<file path="src/rtl/fifo_rd_ctrl.sv">
// Async FIFO read side: 2-flop write-pointer sync, read pointer, registered FWFT output stage.
// First word appears 3 rd_clk edges after wr_ptr_gray settles; rd_data holds while rd_valid && !rd_ready.
module fifo_rd_ctrl #(
    parameter int DATA_WIDTH    = 8,
    parameter int ADDR_WIDTH    = 4,
    parameter int AEMPTY_THRESH = 2
) (
    input  logic                  i_rd_clk,
    input  logic                  i_rd_rst,
    input  logic [ADDR_WIDTH:0]   i_wr_ptr_gray,
    output logic [ADDR_WIDTH-1:0] o_rd_addr,
    input  logic [DATA_WIDTH-1:0] i_mem_rd_data,
    output logic [ADDR_WIDTH:0]   o_rd_ptr_gray,
    output logic [DATA_WIDTH-1:0] o_rd_data,
    output logic                  o_rd_valid,
    input  logic                  i_rd_ready,
    output logic                  o_fifo_empty,
    output logic                  o_fifo_aempty,
    output logic [ADDR_WIDTH:0]   o_rd_level
);

    localparam logic [ADDR_WIDTH:0] LP_AEMPTY_THRESH = (ADDR_WIDTH+1)'(AEMPTY_THRESH);

    logic [ADDR_WIDTH:0]   r_wq1;
    logic [ADDR_WIDTH:0]   r_wq2;
    logic [ADDR_WIDTH:0]   r_rbin;
    logic [ADDR_WIDTH:0]   r_rgray;
    logic [DATA_WIDTH-1:0] r_rd_data;
    logic                  r_rd_valid;

    logic [ADDR_WIDTH:0]   w_wbin_s;
    logic [ADDR_WIDTH:0]   w_rbin_nxt;
    logic [ADDR_WIDTH:0]   w_rgray_nxt;
    logic [ADDR_WIDTH:0]   w_level;
    logic                  w_mem_empty;
    logic                  w_pop;

    // Synchronizer pair: nothing but r_wq2 may observe r_wq1.
    always_ff @(posedge i_rd_clk or posedge i_rd_rst) begin
        if (i_rd_rst) begin
            r_wq1 <= '0;
            r_wq2 <= '0;
        end else begin
            r_wq1 <= i_wr_ptr_gray;
            r_wq2 <= r_wq1;
        end
    end

    always_comb begin
        w_wbin_s = '0;
        for (int i = 0; i <= ADDR_WIDTH; i++) begin
            w_wbin_s[i] = ^(r_wq2 >> i);
        end
    end

    assign w_rbin_nxt  = r_rbin + (ADDR_WIDTH+1)'(1);
    assign w_rgray_nxt = w_rbin_nxt ^ (w_rbin_nxt >> 1);
    assign w_mem_empty = (r_rgray == r_wq2);
    assign w_level     = w_wbin_s - r_rbin;
    assign w_pop       = !w_mem_empty && (!r_rd_valid || i_rd_ready);

    always_ff @(posedge i_rd_clk or posedge i_rd_rst) begin
        if (i_rd_rst) begin
            r_rbin     <= '0;
            r_rgray    <= '0;
            r_rd_data  <= '0;
            r_rd_valid <= 1'b0;
        end else if (w_pop) begin
            r_rd_data  <= i_mem_rd_data;
            r_rd_valid <= 1'b1;
            r_rbin     <= w_rbin_nxt;
            r_rgray    <= w_rgray_nxt;
        end else if (i_rd_ready) begin
            r_rd_valid <= 1'b0;
        end
    end

    assign o_rd_addr     = r_rbin[ADDR_WIDTH-1:0];
    assign o_rd_ptr_gray = r_rgray;
    assign o_rd_data     = r_rd_data;
    assign o_rd_valid    = r_rd_valid;
    assign o_fifo_empty  = w_mem_empty;
    assign o_rd_level    = w_level;
    assign o_fifo_aempty = (w_level <= LP_AEMPTY_THRESH);

endmodule

</file>
<file path="config.mk">
export PLATFORM = sky130hd
export DESIGN_NAME = fifo_rd_ctrl
export DESIGN_NICKNAME = d
export VERILOG_FILES = /design/src/rtl/fifo_rd_ctrl.sv
export SDC_FILE = /design/constraint.sdc
export NUM_CORES = 1
export LEC_CHECK = 0
export ABC_CLOCK_PERIOD_IN_PS = 3110
export BUFFER_PORTS_ARGS = -buffer_cell sky130_fd_sc_hd__buf_2
export CAP_MARGIN = 5
export CORE_AREA = 2 2 56 58
export CTS_CLUSTER_DIAMETER = 30
export DETAILED_ROUTE_END_ITERATION = 16
export DIE_AREA = 0 0 58 60
export GPL_TIMING_DRIVEN = 0
export PLACE_DENSITY = 0.76
export SETUP_SLACK_MARGIN = 0.05
export SLEW_MARGIN = 10
export SYNTH_ARGS = -nofsm -noshare
export SYNTH_HDL_FRONTEND = slang
export SYNTH_SLANG_ARGS = --single-unit
</file>
<file path="constraint.sdc">
create_clock -name i_rd_clk -period 3.11 [get_ports i_rd_clk]
set_input_delay 0.311 -clock i_rd_clk [delete_from_list [all_inputs] [get_ports i_rd_clk]]
set_output_delay 0.311 -clock i_rd_clk [all_outputs]
set_load 0.05 [all_outputs]
</file>
==> results.toml <==
[placed_design]
portBuffers = 40
placed_cell_area_sq_um = 1689
dpl.cell_count = 176
globalplace.congestion = 0.8520
dp_hpwl_um = 1800
place_ws_ns = -0.2456

[setup_path]
crit_fanout = 2
crit_type = "register to output pin"
arrival_ns = 3.02
crit_top_cell = "xor2_2"
max_stage_delay_ns = 0.44
cp-end-kind = "output pin"
required_ns = 2.80
crit_slowest_cell = "dfrtp_1"
crit_chain = "xor2_2 -> xor2_2 -> xor2_2 -> xnor2_1 -> ha_2 -> inv_2 -> fa_2 -> a21o_1 -> a21oi_4 -> xnor2_4 -> a2111oi_4 -> buf_6"
startpoint_type = "register"
r2r_cells = 5

[logic_synthesis]
yosysMostFrequentCell = "dfrtp_1"
synthArstFlopShare_pct = 100.0
yosysTopAreaCellShare_pct = 50.09
synth_edf_count = 0
synth_cells = 103
synth_flop_cell = "dfrtp_1"
yosys_warnings = 0
ys_ff_latch = 28
synth_common_cells = "dfrtp_1, xnor2_1, mux2_4"
synth_top_area_cell = "dfrtp_1"
syn_avg_cell_area_sq_um = 13.58
syn-cell-area_sq_um = 1399
ys_types = 32
seq_area_frac_synth_pct = 50.09
synth_nets = 125
synth.area.top_cells = "dfrtp_1, mux2_4, xnor2_1, xor2_2, ha_1"

[die]
fp.dieArea_sq_um = 3480
initial_core_util_pct = 48.19
die_y_um = 60
rows = 20
coreArea_sq_um = 2903
die_w_um = 58
ios = 41

[timing]
fin_crit_sh_pct = 107.2
tightest_slew_ns = 1.013
fin_crit_ns = 3.333
fin_ws_ns = -0.2235
fmax_mhz = 300.0
timing.final.max_slew_violations = 0
final.setup.tns_ns = -0.4416
rsz0062_at_grt = "yes"
finalSetupViolCount = 2
slew_headroom_pct = 32.41
hold_viol = 0
fin_skew_ns = 0.005913

[job]
max_cap_violations = 0

[routing]
drc_errors = 0
dr.pass1.iters = 4
first_iter_violations = 6
vias = 942
drtAntennaViolNets = 0
drt-total-wl_um = 2415
via_per_inst = 5.065
routedWlPerCell_um = 12.98

[layout]
area_growth_pct = 31.84
n_antenna_cell = 0
layout.cells.non_filler = 186
fin_nets = 177
drive_gt1_share_pct = 52.94
fill_cells = 244
design_area_sq_um = 1844

[grt]
grt_pass1_wl_um = 4119
grt_max_degree = 29
grt_pass1_vias = 966
globalRouteOverflowTotal = 0
globalRouteTotalUtil_pct = 15.73
antenna_found_initial = 0

[min_path]
holdPathStages = 1
hold_path_class = "input pin to register"

[cts]
cts_max_level = 1
clock_latency_ns = 0.32
cts_root_buffer = "clkbuf_4"
clkTransAtPathRegs_ns = 0.13
cts_sinks = 28
cts_tree = "built"
clockBufferDepth = 2
cts_buffers = 3

[status]
status = "finished with violations"
violations = "setup timing"
[routing by layer]
layer	GRT usage, %	part of all wire (%)
met5	0	0
met4	5.648	1.9
met3	3.247	5.8
met2	27.76	51
met1	19.07	41
[per-stage QoR]
| step | util, % | hold WS [ns] |
|---|---|---|
| after floorplan | - | 0.3312 |
| after global placement | 58.19 | 0.3329 |
| after detailed placement | 58.19 | 0.3356 |
| after CTS | 63.02 | 0.07406 |
| after global routing | 63.53 | 0.06177 |
| final | 63.53 | 0.08666 |
[worst max-delay path, delay by kind of cell (launching register included)]
| kind | cells | cell delay [ns] |
|---|---|---|
| xor gates and xnor gates | 5 | 0.87 |
| AOI/OAI and AO/OA | 3 | 0.61 |
| adders and majority gates | 2 | 0.54 |
| DFF | 1 | 0.44 |
| buffers and inverters | 2 | 0.24 |
[state kept, by name (all words and copies together), names as in the netlist]
signal,cells
r_wq1,5
o_rd_data,8
o_rd_valid,1
o_rd_ptr_gray,4
r_rbin,5
r_wq2,5
[cell usage in the layout, fill, tap and decap left out, drive strengths merged, types with 2 or more instances in the layout]
master  instances
a21oi           2
buf            48
clkbuf          4
dfrtp          28
ha              5
inv             8
mux2           13
nand2           3
nand4           2
nor2b           2
o211ai          2
xnor2          13
xor2            8
[cells by family after synthesis]
| group | synth area share (%) |
|---|---|
| xor gates and xnor gates | 15.29 |
| muxes | 12.88 |
| AOI/OAI and AO/OA | 6.172 |
| DFF | 50.09 |
| buffers and inverters | 3.846 |
| and+or+nand+nor | 5.814 |
| adders and majority gates | 5.903 |
[worst paths after layout]
check / start / end / slack [ns]
min in group asynchronous: i_rd_rst / o_rd_ptr_gray[2] / 0.21
worst min-delay path: i_wr_ptr_gray[3] / r_wq1[3] / 0.09
worst min register to register: r_wq1[3] / r_wq2[3] / 0.36
worst max-delay path: r_wq2[3] / o_fifo_aempty / -0.22
worst max register to register: r_rbin[4] / r_rbin[1] / 1.43
max in group asynchronous: i_rd_rst / r_wq1[2] / 2.29
[area by class of cell]
type	count	area (sq um)	share of cell area, %
inverter	8	30.03	1.628
timing repair buffer	47	289.0	15.67
tap	33	41.29	2.239
buffer	2	23.77	1.289
multi-input combinational	65	737.0	39.96
clock buffer	3	22.52	1.221
sequential	28	700.7	37.99
[timing repair]
item / in CTS / in global routing
hold buffers: 0 / 0
setup buffers: 5 / 3
endpoints found under the setup margin: 4 / 5
pin swaps: 8 / 3
resized for setup: 20 / 1
Power is not shown: default switching activity piles up to over one toggle a cycle in this logic, so the estimate is an artifact.
